[config.mk]
export PLATFORM = sky130hd
export DESIGN_NAME = lcd_hex_display
export DESIGN_NICKNAME = d
export VERILOG_FILES = /design/src/rtl/lcd_hex_display.sv
export SDC_FILE = /design/constraint.sdc
export NUM_CORES = 1
export LEC_CHECK = 0
export BUFFER_PORTS_ARGS = -buffer_cell sky130_fd_sc_hd__clkbuf_2
export CAP_MARGIN = 0
export CORE_UTILIZATION = 63
export CTS_CLUSTER_DIAMETER = 50
export DETAILED_ROUTE_END_ITERATION = 12
export GPL_TIMING_DRIVEN = 0
export MAX_ROUTING_LAYER = met4
export PLACE_DENSITY = 0.8
export REMOVE_ABC_BUFFERS = 1
export SYNTH_ARGS = -nofsm -noshare
export SYNTH_HDL_FRONTEND = slang
export SYNTH_SLANG_ARGS = --single-unit
[constraint.sdc]
create_clock -name clk -period 4.2 [get_ports clk]
set_input_delay 1.26 -clock clk [delete_from_list [all_inputs] [get_ports clk]]
set_output_delay 1.26 -clock clk [all_outputs]
set_load 0.01 [all_outputs]
[src/rtl/lcd_hex_display.sv]
// Spartan-3E 16x2 character LCD driver: timed power-on init, then renders a
// DATA_W-bit value as upper-case hex (optionally sign + magnitude) on request.
module lcd_hex_display #(
  parameter int unsigned DATA_W        = 16,
  parameter logic [6:0]  START_ADDR    = 7'h00,
  parameter int unsigned INIT_WAIT     = 750000,
  parameter int unsigned INIT_NIB_WAIT = 205000,
  parameter int unsigned SETUP_CYC     = 2,
  parameter int unsigned E_CYC         = 12,
  parameter int unsigned GAP_CYC       = 50,
  parameter int unsigned CMD_WAIT      = 2000,
  parameter int unsigned CLEAR_WAIT    = 82000
) (
  input  logic              clk,
  input  logic              rst,
  input  logic [DATA_W-1:0] value,
  input  logic              signed_en,
  input  logic              update,
  output logic              busy,
  output logic              init_done,
  output logic              sf_e,
  output logic              lcd_e,
  output logic              lcd_rs,
  output logic              lcd_rw,
  output logic [3:0]        lcd_d
);

  localparam int unsigned NUM_DIGITS = (DATA_W + 3) / 4;
  localparam int unsigned DIGW       = NUM_DIGITS * 4;
  localparam logic [7:0]  LAST_DIGIT = 8'(NUM_DIGITS - 1);

  typedef enum logic [2:0] {
    POWER_WAIT, INIT_NIB, INIT_BYTES, IDLE, SET_ADDR, WR_SIGN, WR_DIGIT
  } state_t;

  typedef enum logic [2:0] {
    PH_START, PH_SETUP, PH_E, PH_HOLD, PH_GAP, PH_WAIT
  } phase_t;

  state_t            state_q, state_d;
  phase_t            phase_q, phase_d;
  logic [31:0]       cnt_q, cnt_d;
  logic [31:0]       lim_q, lim_d;
  logic [7:0]        idx_q, idx_d;
  logic              hi_q, hi_d;
  logic              lcd_e_q, lcd_e_d;
  logic              lcd_rs_q, lcd_rs_d;
  logic [3:0]        lcd_d_q, lcd_d_d;
  logic              busy_q, busy_d;
  logic              init_done_q, init_done_d;
  logic              pending_q, pending_d;
  logic              sgn_q, sgn_d;
  logic              neg_q, neg_d;
  logic [DIGW-1:0]   disp_q, disp_d;

  logic [7:0]        cur_byte;
  logic              cur_rs;
  logic              nib_only;
  logic [3:0]        digit;
  logic [DATA_W:0]   mag;
  logic [DIGW-1:0]   disp_new;
  logic              item_done;
  logic              start_rd;

  // Magnitude is one bit wider so the most-negative value negates without overflow
  always_comb begin
    mag = {1'b0, value};
    if (signed_en && value[DATA_W-1]) mag = {1'b0, ~value} + 1'b1;
    disp_new = DIGW'(mag);
  end

  always_comb begin
    cur_byte = 8'h00;
    cur_rs   = 1'b0;
    nib_only = 1'b0;
    digit    = 4'(disp_q >> (4 * (LAST_DIGIT - idx_q)));
    case (state_q)
      INIT_NIB: begin
        nib_only = 1'b1;
        cur_byte = (idx_q < 8'd3) ? 8'h03 : 8'h02;
      end
      INIT_BYTES: begin
        case (idx_q[1:0])
          2'd0:    cur_byte = 8'h28;
          2'd1:    cur_byte = 8'h06;
          2'd2:    cur_byte = 8'h0C;
          default: cur_byte = 8'h01;
        endcase
      end
      SET_ADDR: cur_byte = {1'b1, START_ADDR};
      WR_SIGN: begin
        cur_rs   = 1'b1;
        cur_byte = neg_q ? 8'h2D : 8'h20;
      end
      WR_DIGIT: begin
        cur_rs   = 1'b1;
        cur_byte = (digit < 4'd10) ? (8'h30 + {4'h0, digit}) : (8'h37 + {4'h0, digit});
      end
      default: ;
    endcase
  end

  always_comb begin
    state_d     = state_q;
    phase_d     = phase_q;
    cnt_d       = cnt_q;
    lim_d       = lim_q;
    idx_d       = idx_q;
    hi_d        = hi_q;
    lcd_e_d     = lcd_e_q;
    lcd_rs_d    = lcd_rs_q;
    lcd_d_d     = lcd_d_q;
    busy_d      = busy_q;
    init_done_d = init_done_q;
    pending_d   = pending_q;
    sgn_d       = sgn_q;
    neg_d       = neg_q;
    disp_d      = disp_q;
    item_done   = 1'b0;
    start_rd    = 1'b0;

    if (update && busy_q) pending_d = 1'b1;

    case (state_q)
      POWER_WAIT: begin
        if (cnt_q + 1 >= INIT_WAIT) begin
          state_d = INIT_NIB;
          phase_d = PH_START;
          idx_d   = '0;
          cnt_d   = '0;
        end else begin
          cnt_d = cnt_q + 1;
        end
      end
      IDLE: begin
        if (update || pending_q) start_rd = 1'b1;
      end
      default: begin
        case (phase_q)
          PH_START: begin
            lcd_d_d  = nib_only ? cur_byte[3:0] : cur_byte[7:4];
            lcd_rs_d = cur_rs;
            hi_d     = !nib_only;
            cnt_d    = '0;
            phase_d  = PH_SETUP;
          end
          PH_SETUP: begin
            if (cnt_q + 1 >= SETUP_CYC) begin
              lcd_e_d = 1'b1;
              cnt_d   = '0;
              phase_d = PH_E;
            end else begin
              cnt_d = cnt_q + 1;
            end
          end
          PH_E: begin
            if (cnt_q + 1 >= E_CYC) begin
              lcd_e_d = 1'b0;
              cnt_d   = '0;
              phase_d = PH_HOLD;
            end else begin
              cnt_d = cnt_q + 1;
            end
          end
          PH_HOLD: begin
            cnt_d = '0;
            if (hi_q) begin
              phase_d = PH_GAP;
            end else begin
              phase_d = PH_WAIT;
              if (nib_only)
                lim_d = (idx_q < 8'd3) ? INIT_NIB_WAIT : CMD_WAIT;
              else if (!cur_rs && cur_byte == 8'h01)
                lim_d = CLEAR_WAIT;
              else
                lim_d = CMD_WAIT;
            end
          end
          PH_GAP: begin
            if (cnt_q + 1 >= GAP_CYC) begin
              lcd_d_d = cur_byte[3:0];
              hi_d    = 1'b0;
              cnt_d   = '0;
              phase_d = PH_SETUP;
            end else begin
              cnt_d = cnt_q + 1;
            end
          end
          PH_WAIT: begin
            if (cnt_q + 1 >= lim_q) item_done = 1'b1;
            else                    cnt_d = cnt_q + 1;
          end
          default: phase_d = PH_START;
        endcase
      end
    endcase

    if (item_done) begin
      phase_d = PH_START;
      cnt_d   = '0;
      case (state_q)
        INIT_NIB: begin
          if (idx_q < 8'd3) idx_d = idx_q + 8'd1;
          else begin
            state_d = INIT_BYTES;
            idx_d   = '0;
          end
        end
        INIT_BYTES: begin
          if (idx_q < 8'd3) idx_d = idx_q + 8'd1;
          else begin
            init_done_d = 1'b1;
            if (pending_q || update) start_rd = 1'b1;
            else begin
              state_d = IDLE;
              busy_d  = 1'b0;
            end
          end
        end
        SET_ADDR: begin
          state_d = sgn_q ? WR_SIGN : WR_DIGIT;
          idx_d   = '0;
        end
        WR_SIGN: begin
          state_d = WR_DIGIT;
          idx_d   = '0;
        end
        WR_DIGIT: begin
          if (idx_q < LAST_DIGIT) idx_d = idx_q + 8'd1;
          else if (pending_q || update) start_rd = 1'b1;
          else begin
            state_d = IDLE;
            busy_d  = 1'b0;
          end
        end
        default: ;
      endcase
    end

    // A request arriving on the cycle a redraw starts is absorbed by that redraw
    if (start_rd) begin
      state_d   = SET_ADDR;
      phase_d   = PH_START;
      cnt_d     = '0;
      idx_d     = '0;
      busy_d    = 1'b1;
      pending_d = 1'b0;
      sgn_d     = signed_en;
      neg_d     = signed_en && value[DATA_W-1];
      disp_d    = disp_new;
    end
  end

  always_ff @(posedge clk or posedge rst) begin
    if (rst) begin
      state_q     <= POWER_WAIT;
      phase_q     <= PH_START;
      cnt_q       <= '0;
      lim_q       <= '0;
      idx_q       <= '0;
      hi_q        <= 1'b0;
      lcd_e_q     <= 1'b0;
      lcd_rs_q    <= 1'b0;
      lcd_d_q     <= '0;
      busy_q      <= 1'b1;
      init_done_q <= 1'b0;
      pending_q   <= 1'b0;
      sgn_q       <= 1'b0;
      neg_q       <= 1'b0;
      disp_q      <= '0;
    end else begin
      state_q     <= state_d;
      phase_q     <= phase_d;
      cnt_q       <= cnt_d;
      lim_q       <= lim_d;
      idx_q       <= idx_d;
      hi_q        <= hi_d;
      lcd_e_q     <= lcd_e_d;
      lcd_rs_q    <= lcd_rs_d;
      lcd_d_q     <= lcd_d_d;
      busy_q      <= busy_d;
      init_done_q <= init_done_d;
      pending_q   <= pending_d;
      sgn_q       <= sgn_d;
      neg_q       <= neg_d;
      disp_q      <= disp_d;
    end
  end

  assign sf_e      = 1'b1;
  assign lcd_rw    = 1'b0;
  assign lcd_e     = lcd_e_q;
  assign lcd_rs    = lcd_rs_q;
  assign lcd_d     = lcd_d_q;
  assign busy      = busy_q;
  assign init_done = init_done_q;

endmodule

==> out/results.ini, run 1 <==
[synthesis]
synth_seq_area_share_pct=33.56
yosys.cell_types.count=87
synth_most_common_cell=dfrtp_1
syn_inst=695
synth_flop_cell=dfrtp_1
netlist_area_um2=6043
synthTopCellsByArea=dfrtp_1, ha_1, nand2_1
synth-edff-count=0
synth-async-reset-ratio_pct=100.0
yosysTopAreaCell=dfrtp_1
synth_area_per_cell_um2=8.695
ys_seq_elements=81
ys_warn_count=0
yosysTopAreaCellShare_pct=33.13
synth_commonest_cells=dfrtp_1, nand2_1, nor2_1, a21oi_1

[run_status]
outcome=finished, final reports clean

[critical_path]
cp.buffers_inverters=0
end_kind=flop
worstPathRequired_ns=4.49
path_cells=ha_4 -> and3_1 -> and3_1 -> nand3_1 -> xnor2_1 -> ha_1 -> a211o_1 -> o31ai_1 -> o211a_1 -> a31o_4 -> o21ai_4 -> nor3_4 -> mux2_2
cp.arrival_ns=4.22
max_stage_delay_ns=0.49
crit_slowest_cell=dfrtp_2
critPathLaunchType=flop
crit_top_cell=and3_1
worst-r2r-setup-slack_ns=0.27
critical_path_class=reg -> reg
cp_top_family=compound AO/OA/AOI/OAI gates
crit_path_max_fanout=12

[power_and_ir_drop]
p_leak_nw=2.810
p_per_area_nw_per_um2=497.3
p_int_mw=1.838
clockPowerShare_pct=18.1
p_comb_share_pct=44.2
switching_share_pct=42.27
seq_power_share_pct=37.7
p_sw_mw=1.346
ir_worst_vdd_uv=364.6

[clock_tree]
cts_sinks=81
ctsHtreeMaxLevel=3
cts_tree=yes
holdBufCountCts=0
cts_made_buffers=9
cts_root_buf=clkbuf_8
clk_pin_slew_ns=0.08
insertion_delay_ns=0.36
cts_buffer_depth=2

[timing]
worst_slew_pin_slew_ns=1.016
setup_viol=0
hold_ws_ns=0.4510
min_period_over_period_pct=93.47
fin_skew_ns=0.008888
grt_setup_unrepaired=false
hold_viol=0
slew_headroom_pct=31.54
fmax_mhz=254.7
min_period_ns=3.926
fin_setup_tns_ns=0
drv_slew=0

[drt]
ant_nets=0
drt_iter0_markers=356
avgViaCountPerCell=6.407
num_vias=5273
finalWirelength_um=14100
wl_per_cell_um=17.14
drt_pass1_iterations=5
route.detailed.drc=0

[global_routing]
grt_usage_pct=30.22
antenna_found_initial=0
grt_pass1_wl_um=23210
grt_max_degree=59
grt_pass1_vias=4845
overflow=0

[cells_and_area]
fin_nets=730
antenna_cells=0
stdcell_area_um2=6404
fillers=754
postLayoutCoreUtil_pct=68.98
layout-drive-gt1-share_pct=13.83
synthToLayoutAreaGrowth_pct=5.963

[flow_run]
cap_violations=0

[floorplan]
fp.dieH_um=99.94
start_util_pct=65.09
core.rowCount=35
dieArea_um2=9988
die_w_um=99.94
core_um2=9284
ios=30

[placement]
placed_area_um2=6138
place_congestion=0.9497
io_buffers=27
dp_hpwl_um=10110

[min_path]
hold_path_class=reg -> reg

## worst reg2reg max path, delay by kind of cell (launching register included)
family	cells	cell delay, ns
fa+ha+maj	2	0.54
xor+xnor	1	0.24
flops	1	0.49
mux	1	0.23
compound gates	5	1.25
simple gates	4	1.11
## state kept, by name, summed over array words and instances (netlist names)
register / flops
cnt_q: 32
busy: 1
phase_q: 3
init_done: 1
neg_q: 1
idx_q: 8
hi_q: 1
disp_q: 16
lcd_e: 1
pending_q: 1
state_q: 3
lcd_d: 4
lcd_rs: 1
sgn_q: 1
lim_q: 7
## stage by stage
stage | setup WS (ns) | total power [mW] | std cells
floorplan | -0.1449 | 2.174 | 643
finish | 0.2744 | 3.185 | 823
global route | 0.03478 | 3.392 | 823
detailed placement | -0.3553 | 2.572 | 802
global placement | -0.9060 | 2.498 | 799
CTS | 0.04753 | 3.158 | 822
## cell type report
cell class / instances / area [µm²] / area share, %
clock buffers: 13 / 148.9 / 2.325
clock inverters: 3 / 42.54 / 0.6643
well taps: 129 / 161.4 / 2.521
multi-input cells: 536 / 3690 / 57.62
inverters: 26 / 100.1 / 1.563
flip-flops and latches: 81 / 2034 / 31.77
repair buffers: 35 / 226.5 / 3.537
## power groups by stage
stage | clock, mW | combinational (mW) | sequential [mW]
finish | 0.576 | 1.41 | 1.20
global route | 0.610 | 1.55 | 1.23
CTS | 0.582 | 1.39 | 1.19
detailed placement | 0 | 1.37 | 1.20
global placement | 0 | 1.31 | 1.19
floorplan | 0 | 1.02 | 1.15
## timing repair
action / CTS / global route
setup endpoints to repair: 47 / 28
pin swaps: 1 / 1
gates cloned: 0 / 0
setup buffers: 4 / 1
resized for setup: 3 / 8
## placed cells by master, fill, tap and decap left out, types with 5 or more instances in the layout
master    count
dfrtp_2       5
a31oi_1       9
and3_1       12
xnor2_1      15
nand2_1      65
and2_1       20
a211oi_1      6
clkbuf_2     27
a21o_1        9
nand4_1      15
nand2b_1      6
nor4_1        6
a21oi_1      33
or3_1        16
buf_4         5
xor2_1       16
inv_1        25
a22o_1       10
o31ai_1      10
dfrtp_1      75
nor3_1       26
and4_1        5
o21ai_1       8
clkbuf_8     10
a211o_1       7
o21a_1        8
mux2_2        5
o21ai_0      19
nand3_1      25
ha_1         20
nor2_1       63
## kinds of logic (layout without fill, tap and decap cells)
logic type / Yosys count / in the layout / synth area share, %
xor gates and xnor gates: 32 / 32 / 4.638
DFF: 81 / 81 / 33.56
and+or+nand+nor: 296 / 296 / 26.89
other: 2 / 2 / 0.1243
adders and majority gates: 21 / 21 / 4.348
AOI/OAI and AO/OA: 172 / 172 / 21.37
buffers and inverters: 78 / 77 / 5.942
muxes: 13 / 13 / 3.126
## worst paths after layout
| check | start | endpoint | cells past startpoint |
|---|---|---|---|
| min | lim_q[6]$_DFFE_PP0P_ | lim_q[6]$_DFFE_PP0P_ | 2 |
| min in group asynchronous | rst | disp_q[5]$_DFFE_PP0N_ | 2 |
| min reg2reg | lim_q[6]$_DFFE_PP0P_ | lim_q[6]$_DFFE_PP0P_ | 2 |
| max | cnt_q[0]$_DFFE_PP0P_ | cnt_q[0]$_DFFE_PP0P_ | 13 |
| max reg2reg | cnt_q[0]$_DFFE_PP0P_ | cnt_q[0]$_DFFE_PP0P_ | 13 |
| max in group asynchronous | rst | busy$_DFFE_PP1P_ | 3 |
## metal layers
| layer | GRT usage, % | wire length [µm] | vias up |
|---|---|---|---|
| met4 | 10.29 | 249 | 0 |
| li1 | - | - | 2523 |
| met2 | 49.81 | 6979 | 192 |
| met3 | 3.830 | 703 | 22 |
| met5 | - | 0 | - |
| met1 | 38.66 | 6172 | 2536 |
Note: power is estimated with default switching activity, not from simulation.
==> inputs of run 2 (changes only) <==
--- a/config.mk
+++ b/config.mk
@@ -12,7 +12,7 @@
 export DETAILED_ROUTE_END_ITERATION = 12
 export GPL_TIMING_DRIVEN = 0
 export MAX_ROUTING_LAYER = met4
-export PLACE_DENSITY = 0.8
+export PLACE_DENSITY = 0.86
 export REMOVE_ABC_BUFFERS = 1
 export SYNTH_ARGS = -nofsm -noshare
 export SYNTH_HDL_FRONTEND = slang
==> run 2 against run 1 <==
  * Global-route usage rose by 2.2 points
  * Critical path depth decreased by 4
  * Critical endpoint is now cnt_q[5]$_DFFE_PP0P_
  * Core utilization decreased by 0.26 points
  * Highest routed layer unchanged
  * Non-clock buffer count down 4
  * Flip-flop and latch count is the same
  * Power shrank 1.1%
  * Fmax shrank 2.8%
  * First-iteration DRC count is 13% higher
  * Die area stayed put
  * Sequential share of layout area increased by 0.16 points
==> out/results.ini, run 2 (synthesis results as in run 1) <==
[run_status]
outcome=finished, final reports clean  ; unchanged

[power_and_ir_drop]
p_leak_nw=2.785  ; was 2.810 nW
p_per_area_nw_per_um2=493.7  ; was 497.3 nW/µm²
finalPower_mw=3.150  ; was 3.185 mW
ir_worst_vdd_uv=312.6  ; was 364.6 µV

[timing]
fin_skew_ns=0.007413  ; was 0.008888 ns
fmax_mhz=247.5  ; was 254.7 MHz
min_period_over_period_pct=96.19  ; was 93.47%
setup_viol=0  ; unchanged
fin_setup_tns_ns=0  ; unchanged
grt_setup_unrepaired=false  ; unchanged
slew_headroom_pct=34.55  ; was 31.54%
drv_slew=0  ; unchanged
hold_viol=0  ; unchanged
worst_slew_pin_slew_ns=0.9715  ; was 1.016 ns
min_period_ns=4.040  ; was 3.926 ns

[floorplan]
dieArea_um2=9988  ; unchanged
fp.dieH_um=99.94  ; unchanged
start_util_pct=65.09  ; unchanged
die_w_um=99.94  ; unchanged
core.rowCount=35  ; unchanged
core_um2=9284  ; unchanged
ios=30  ; unchanged

[critical_path]
worstPathRequired_ns=4.48  ; was 4.49 ns
critPathLaunchType=flop  ; unchanged
max_stage_delay_ns=0.68  ; was 0.49 ns
cp.buffers_inverters=0  ; unchanged
path_cells=and4_4 -> nand3_2 -> a211oi_1 -> o21ai_0 -> nor4_1 -> a31oi_1 -> o31a_1 -> or2_2 -> o31ai_4  ; was ha_4 -> and3_1 -> and3_1 -> nand3_1 -> xnor2_1 -> ha_1 -> a211o_1 -> o31ai_1 -> o211a_1 -> a31o_4 -> o21ai_4 -> nor3_4 -> mux2_2
end_kind=flop  ; unchanged
crit_path_max_fanout=17  ; was 12
cp_top_family=simple AND/OR/NAND/NOR gates  ; was compound AO/OA/AOI/OAI gates
cp.arrival_ns=4.32  ; was 4.22 ns
critical_path_class=reg -> reg  ; unchanged
crit_slowest_cell=nor4_1  ; was dfrtp_2

[cells_and_area]
layout-drive-gt1-share_pct=14.49  ; was 13.83%
largest_reg_flops=32  ; unchanged
synthToLayoutAreaGrowth_pct=5.569  ; was 5.963%
antenna_cells=0  ; unchanged
fin_nets=726  ; was 730
reg_top3=cnt_q x32, disp_q x16, idx_q x8  ; unchanged
final_cell_mix=dfrtp_1, nand2_1, nor2_1  ; unchanged
regMostFlops=cnt_q  ; unchanged
finalNonFillerCells=819  ; was 823
postLayoutCoreUtil_pct=68.72  ; was 68.98%
layout_commonest_cell=dfrtp_1  ; unchanged

[clock_tree]
cts_made_buffers=9  ; unchanged
cts_tree=yes  ; unchanged
post-cts-setup-buffers=0  ; was 4
clk_pin_slew_ns=0.09  ; was 0.08 ns
cts_buffer_depth=2  ; unchanged
ctsHtreeMaxLevel=3  ; unchanged
insertion_delay_ns=0.37  ; was 0.36 ns
cts_sinks=81  ; unchanged
cts_root_buf=clkbuf_8  ; unchanged
holdBufCountCts=0  ; unchanged

[drt]
avgViaCountPerCell=6.513  ; was 6.407
ant_nets=0  ; unchanged
num_vias=5334  ; was 5273
drt_pass1_iterations=5  ; unchanged
wl_per_cell_um=17.89  ; was 17.14 µm
drt_iter0_markers=401  ; was 356
finalWirelength_um=14650  ; was 14100 µm
route.detailed.drc=0  ; unchanged

[placement]
dp_hpwl_um=10240  ; was 10110 µm
place_congestion=0.9017  ; was 0.9497
dp_cells=803  ; was 802
io_buffers=27  ; unchanged

[global_routing]
antenna_found_initial=0  ; unchanged
grt_usage_pct=32.45  ; was 30.22%
overflow=0  ; unchanged
grt_pass1_vias=5087  ; was 4845
grt_pass1_wl_um=24780  ; was 23210 µm
grt_max_degree=62  ; was 59

[flow_run]
cap_violations=0  ; unchanged

[min_path]
hold_path_class=reg -> reg  ; unchanged

-- run 2: final timing paths --
| path | startpoint | slack, ns | cells after the start | end |
|---|---|---|---|---|
| max | cnt_q[2]$_DFFE_PP0P_ | 0.16 | 9 | cnt_q[5]$_DFFE_PP0P_ |
| min | init_done$_DFFE_PP0P_ | 0.48 | 1 | init_done$_DFFE_PP0P_ |
| max reg2reg | cnt_q[2]$_DFFE_PP0P_ | 0.16 | 9 | cnt_q[5]$_DFFE_PP0P_ |
| min reg2reg | init_done$_DFFE_PP0P_ | 0.48 | 1 | init_done$_DFFE_PP0P_ |
| max in group asynchronous | rst | 2.74 | 3 | busy$_DFFE_PP1P_ |
| min in group asynchronous | rst | 0.82 | 2 | cnt_q[22]$_DFFE_PP0P_ |
-- run 2: repair_timing --
action                                  in CTS  in global routing
resized for setup                            6                 11
pin swaps                                    0                  1
endpoints found under the setup margin      22                 41
gates cloned                                 0                  0
endpoints found under the hold margin        0                  0
-- run 2: area by class of cell --
type,count,area [µm²]
Clock buffer,12,145.1
Timing Repair Buffer,31,200.2
Fill cell,748,2904
Clock inverter,4,28.78
Sequential cell,81,2037
Multi-Input combinational cell,536,3707
Tap cell,129,161.4
Inverter,26,100.1
-- run 2: metrics by stage --
| step | worst slack [ns] | hold WS (ns) | instance area [µm²] |
|---|---|---|---|
| 2_1_floorplan | -0.1449 | 0.4181 | 5782 |
| 3_3_place_gp | -0.9363 | 0.4278 | 6078 |
| 3_5_place_dp | -0.2641 | 0.4455 | 6150 |
| 4_1_cts | 0.05357 | 0.4877 | 6352 |
| 5_1_grt | 0.03081 | 0.5013 | 6380 |
| 6_report | 0.1602 | 0.4826 | 6380 |
-- run 2: routing by layer --
metal | track usage [%] | routed length (µm) | vias up
li1 | - | - | 2527
met2 | 52.25 | 7223 | 189
met5 | - | 0 | -
met4 | 13.01 | 318 | 0
met3 | 3.412 | 800 | 30
met1 | 42.26 | 6309 | 2588
-- run 2: power breakdown --
group / internal (mW) / switching (mW) / leakage, nW / total, mW
sequential: 0.974 / 0.227 / 1.03 / 1.20
combinational: 0.559 / 0.849 / 1.68 / 1.41
clock: 0.232 / 0.308 / 0.0826 / 0.540
-- run 2: worst reg2reg max path: cells and delay by family, from the launching register on --
family / cells / cell delay [ns]
AND/OR/NAND/NOR: 4 / 1.96
flip-flops: 1 / 0.60
AO/OA/AOI/OAI: 5 / 1.40
==> inputs of run 3 (changes only) <==
==> constraint.sdc (replaced) <==
create_clock -name clk -period 4.1 [get_ports clk]
set_input_delay 1.23 -clock clk [delete_from_list [all_inputs] [get_ports clk]]
set_output_delay 1.23 -clock clk [all_outputs]
set_load 0.01 [all_outputs]
==> run 3 against run 2 <==
  * Wire length is 0.70% higher
  * Global-route usage hardly changed
  * Cell area is 0.47% higher
  * Clock power is 3% higher
  * Via count is 0.56% higher
  * Critical path type unchanged
  * Clock-buffer cell count stayed put
  * Worst setup slack better by 0.017 ns
  * Non-clock buffer count is 4 higher
==> out/results.ini, run 3 (synthesis results as in run 1) <==
[placement]
io_buffers=27  ; unchanged
dp_hpwl_um=10240  ; unchanged
placed_area_um2=6150  ; unchanged
place_congestion=0.9017  ; unchanged
dp_cells=803  ; unchanged

[global_routing]
grt_pass1_wl_um=24760  ; was 24780 µm
grt_pass1_vias=5093  ; was 5087
antenna_found_initial=0  ; unchanged
overflow=0  ; unchanged
grt_usage_pct=32.42  ; was 32.45%
grt_max_degree=62  ; unchanged

[floorplan]
fp.dieH_um=99.94  ; unchanged
dieArea_um2=9988  ; unchanged
die_w_um=99.94  ; unchanged
core_um2=9284  ; unchanged
core.rowCount=35  ; unchanged
ios=30  ; unchanged
start_util_pct=65.09  ; unchanged

[cells_and_area]
layout_commonest_cell=dfrtp_1  ; unchanged
layout-drive-gt1-share_pct=14.84  ; was 14.49%
final_cell_mix=dfrtp_1, nand2_1, nor2_1  ; unchanged
reg_top3=cnt_q x32, disp_q x16, idx_q x8  ; unchanged
finalNonFillerCells=823  ; was 819
synthToLayoutAreaGrowth_pct=6.066  ; was 5.569%
final-seq-area_um2=2038  ; was 2037 µm²
fillers=744  ; was 748
fin_nets=730  ; was 726
multiInputGateArea_um2=3706  ; was 3707 µm²
largest_reg_flops=32  ; unchanged
antenna_cells=0  ; unchanged
regMostFlops=cnt_q  ; unchanged
stdcell_area_um2=6410  ; was 6380 µm²

[drt]
avgViaCountPerCell=6.518  ; was 6.513
wl_met2_um=7200  ; was 7223 µm
wl_met1_um=6401  ; was 6309 µm
wl_per_cell_um=17.93  ; was 17.89 µm
route.detailed.drc=0  ; unchanged
num_vias=5364  ; was 5334
finalWirelength_um=14750  ; was 14650 µm
ant_nets=0  ; unchanged
highest_layer=met4  ; unchanged
drt_pass1_iterations=5  ; unchanged
dr_wl_met3_um=748  ; was 800 µm
drt_iter0_markers=455  ; was 401

[timing]
grt_setup_unrepaired=true  ; was false
min_period_over_period_pct=95.67  ; was 96.19%
hold_viol=0  ; unchanged
drv_slew=0  ; unchanged
fin_skew_ns=0.008331  ; was 0.007413 ns
min_period_ns=3.923  ; was 4.040 ns
worst_slew_pin_slew_ns=0.9692  ; was 0.9715 ns
fmax_mhz=254.9  ; was 247.5 MHz
setup_viol=0  ; unchanged
slew_headroom_pct=34.71  ; was 34.55%

[power_and_ir_drop]
p_leak_nw=2.804  ; was 2.785 nW
p_per_area_nw_per_um2=507.8  ; was 493.7 nW/µm²
ir_worst_vdd_uv=321.2  ; was 312.6 µV

[critical_path]
end_kind=flop  ; unchanged
critical_path_class=reg -> reg  ; unchanged
crit_start=cnt_q[0]$_DFFE_PP0P_  ; was cnt_q[2]$_DFFE_PP0P_
cp_top_family=compound AO/OA/AOI/OAI gates  ; was simple AND/OR/NAND/NOR gates
worstPathRequired_ns=4.36  ; was 4.48 ns
crit_path_max_fanout=11  ; was 17
path_cells=ha_4 -> and3_2 -> xnor2_2 -> inv_1 -> ha_1 -> and4b_1 -> a221oi_1 -> o21ai_0 -> o211ai_1 -> a21o_1 -> nand3_1 -> o311ai_2 -> nor3_1 -> a221o_1  ; was and4_4 -> nand3_2 -> a211oi_1 -> o21ai_0 -> nor4_1 -> a31oi_1 -> o31a_1 -> or2_2 -> o31ai_4
r2r-start=cnt_q[0]$_DFFE_PP0P_  ; was cnt_q[2]$_DFFE_PP0P_
cp.arrival_ns=4.18  ; was 4.32 ns
critPathLaunchType=flop  ; unchanged
max_stage_delay_ns=0.50  ; was 0.68 ns
cp.buffers_inverters=1  ; was 0
crit_slowest_cell=o311ai_2  ; was nor4_1

[clock_tree]
ctsHtreeMaxLevel=3  ; unchanged
cts_made_buffers=9  ; unchanged
insertion_delay_ns=0.37  ; about the same
cts_root_buf=clkbuf_8  ; unchanged
cts_sinks=81  ; unchanged
cts_buffer_depth=2  ; unchanged
holdBufCountCts=0  ; unchanged
cts_tree=yes  ; unchanged
clk_pin_slew_ns=0.09  ; about the same

[min_path]
hp-start=init_done$_DFFE_PP0P_  ; unchanged
hold_path_class=reg -> reg  ; unchanged

[run_status]
outcome=finished, final reports clean  ; unchanged

[flow_run]
cap_violations=0  ; unchanged

-- run 3: cell count changes in the layout (fill, tap and decap cells not counted), sizes merged --
cell	before	now
buf	4	8
-- run 3: stage by stage --
stage / worst slack, ns / TNS (ns) / utilization [%] / hold WS (ns) / total power [mW]
5_1_grt: -0.01825 / -0.04080 / 69.04 / 0.5013 / 3.480
3_3_place_gp: -1.036 / -46.32 / 65.47 / 0.4278 / 2.561
4_1_cts: 0.06761 / 0 / 68.46 / 0.4877 / 3.207
3_5_place_dp: -0.3641 / -4.811 / 66.24 / 0.4455 / 2.636
6_report: 0.1774 / 0 / 69.04 / 0.4826 / 3.255
2_1_floorplan: -0.2449 / -2.015 / - / 0.4181 / 2.227
-- run 3: worst reg2reg max path: cells and delay by family, from the launching register on --
kind                     cells  cell delay [ns]
AND/OR/NAND/NOR              4             0.81
flip-flops                   1             0.47
adder cells (fa/ha/maj)      2             0.53
XOR/XNOR                     1             0.29
buffers and inverters        1             0.12
AO/OA/AOI/OAI                6             1.58
-- run 3: per-layer routing --
layer  up-vias  track usage, %
met2       202           52.10
met5         -               -
li1       2536               -
met3        41           3.412
met1      2585           42.17
met4         0           13.35
-- run 3: power by group --
| group | leakage (nW) | internal, mW | switching, mW |
|---|---|---|---|
| Sequential | 1.03 | 0.998 | 0.227 |
| Combinational | 1.70 | 0.592 | 0.882 |
| Clock | 0.0826 | 0.237 | 0.319 |
| Total | 2.80 | 1.83 | 1.43 |
-- run 3: timing repair --
item                                    4_1_cts  5_1_grt
endpoints found under the setup margin       38       41
gates resized for setup                       9        9
setup buffers                                 0        4
pin swaps                                     0        1
-- run 3: area by class of cell --
cell class                 instances  share of cell area, %
clock buffer                      12                  2.264
tap                              129                  2.518
timing repair buffer              35                  3.592
multi-input combinational        536                  57.82
sequential                        81                  31.80
clock inverter                     4                 0.4490
inverter                          26                  1.562
-- run 3: path summary, 6_finish.rpt --
kind | end | slack (ns) | cells past startpoint
min reg2reg | init_done$_DFFE_PP0P_ | 0.48 | 1
min in group asynchronous | cnt_q[21]$_DFFE_PP0P_ | 0.79 | 2
max in group asynchronous | busy$_DFFE_PP1P_ | 2.67 | 3
min | init_done$_DFFE_PP0P_ | 0.48 | 1
max reg2reg | phase_q[0]$_DFFE_PP0P_ | 0.18 | 14
max | phase_q[0]$_DFFE_PP0P_ | 0.18 | 14
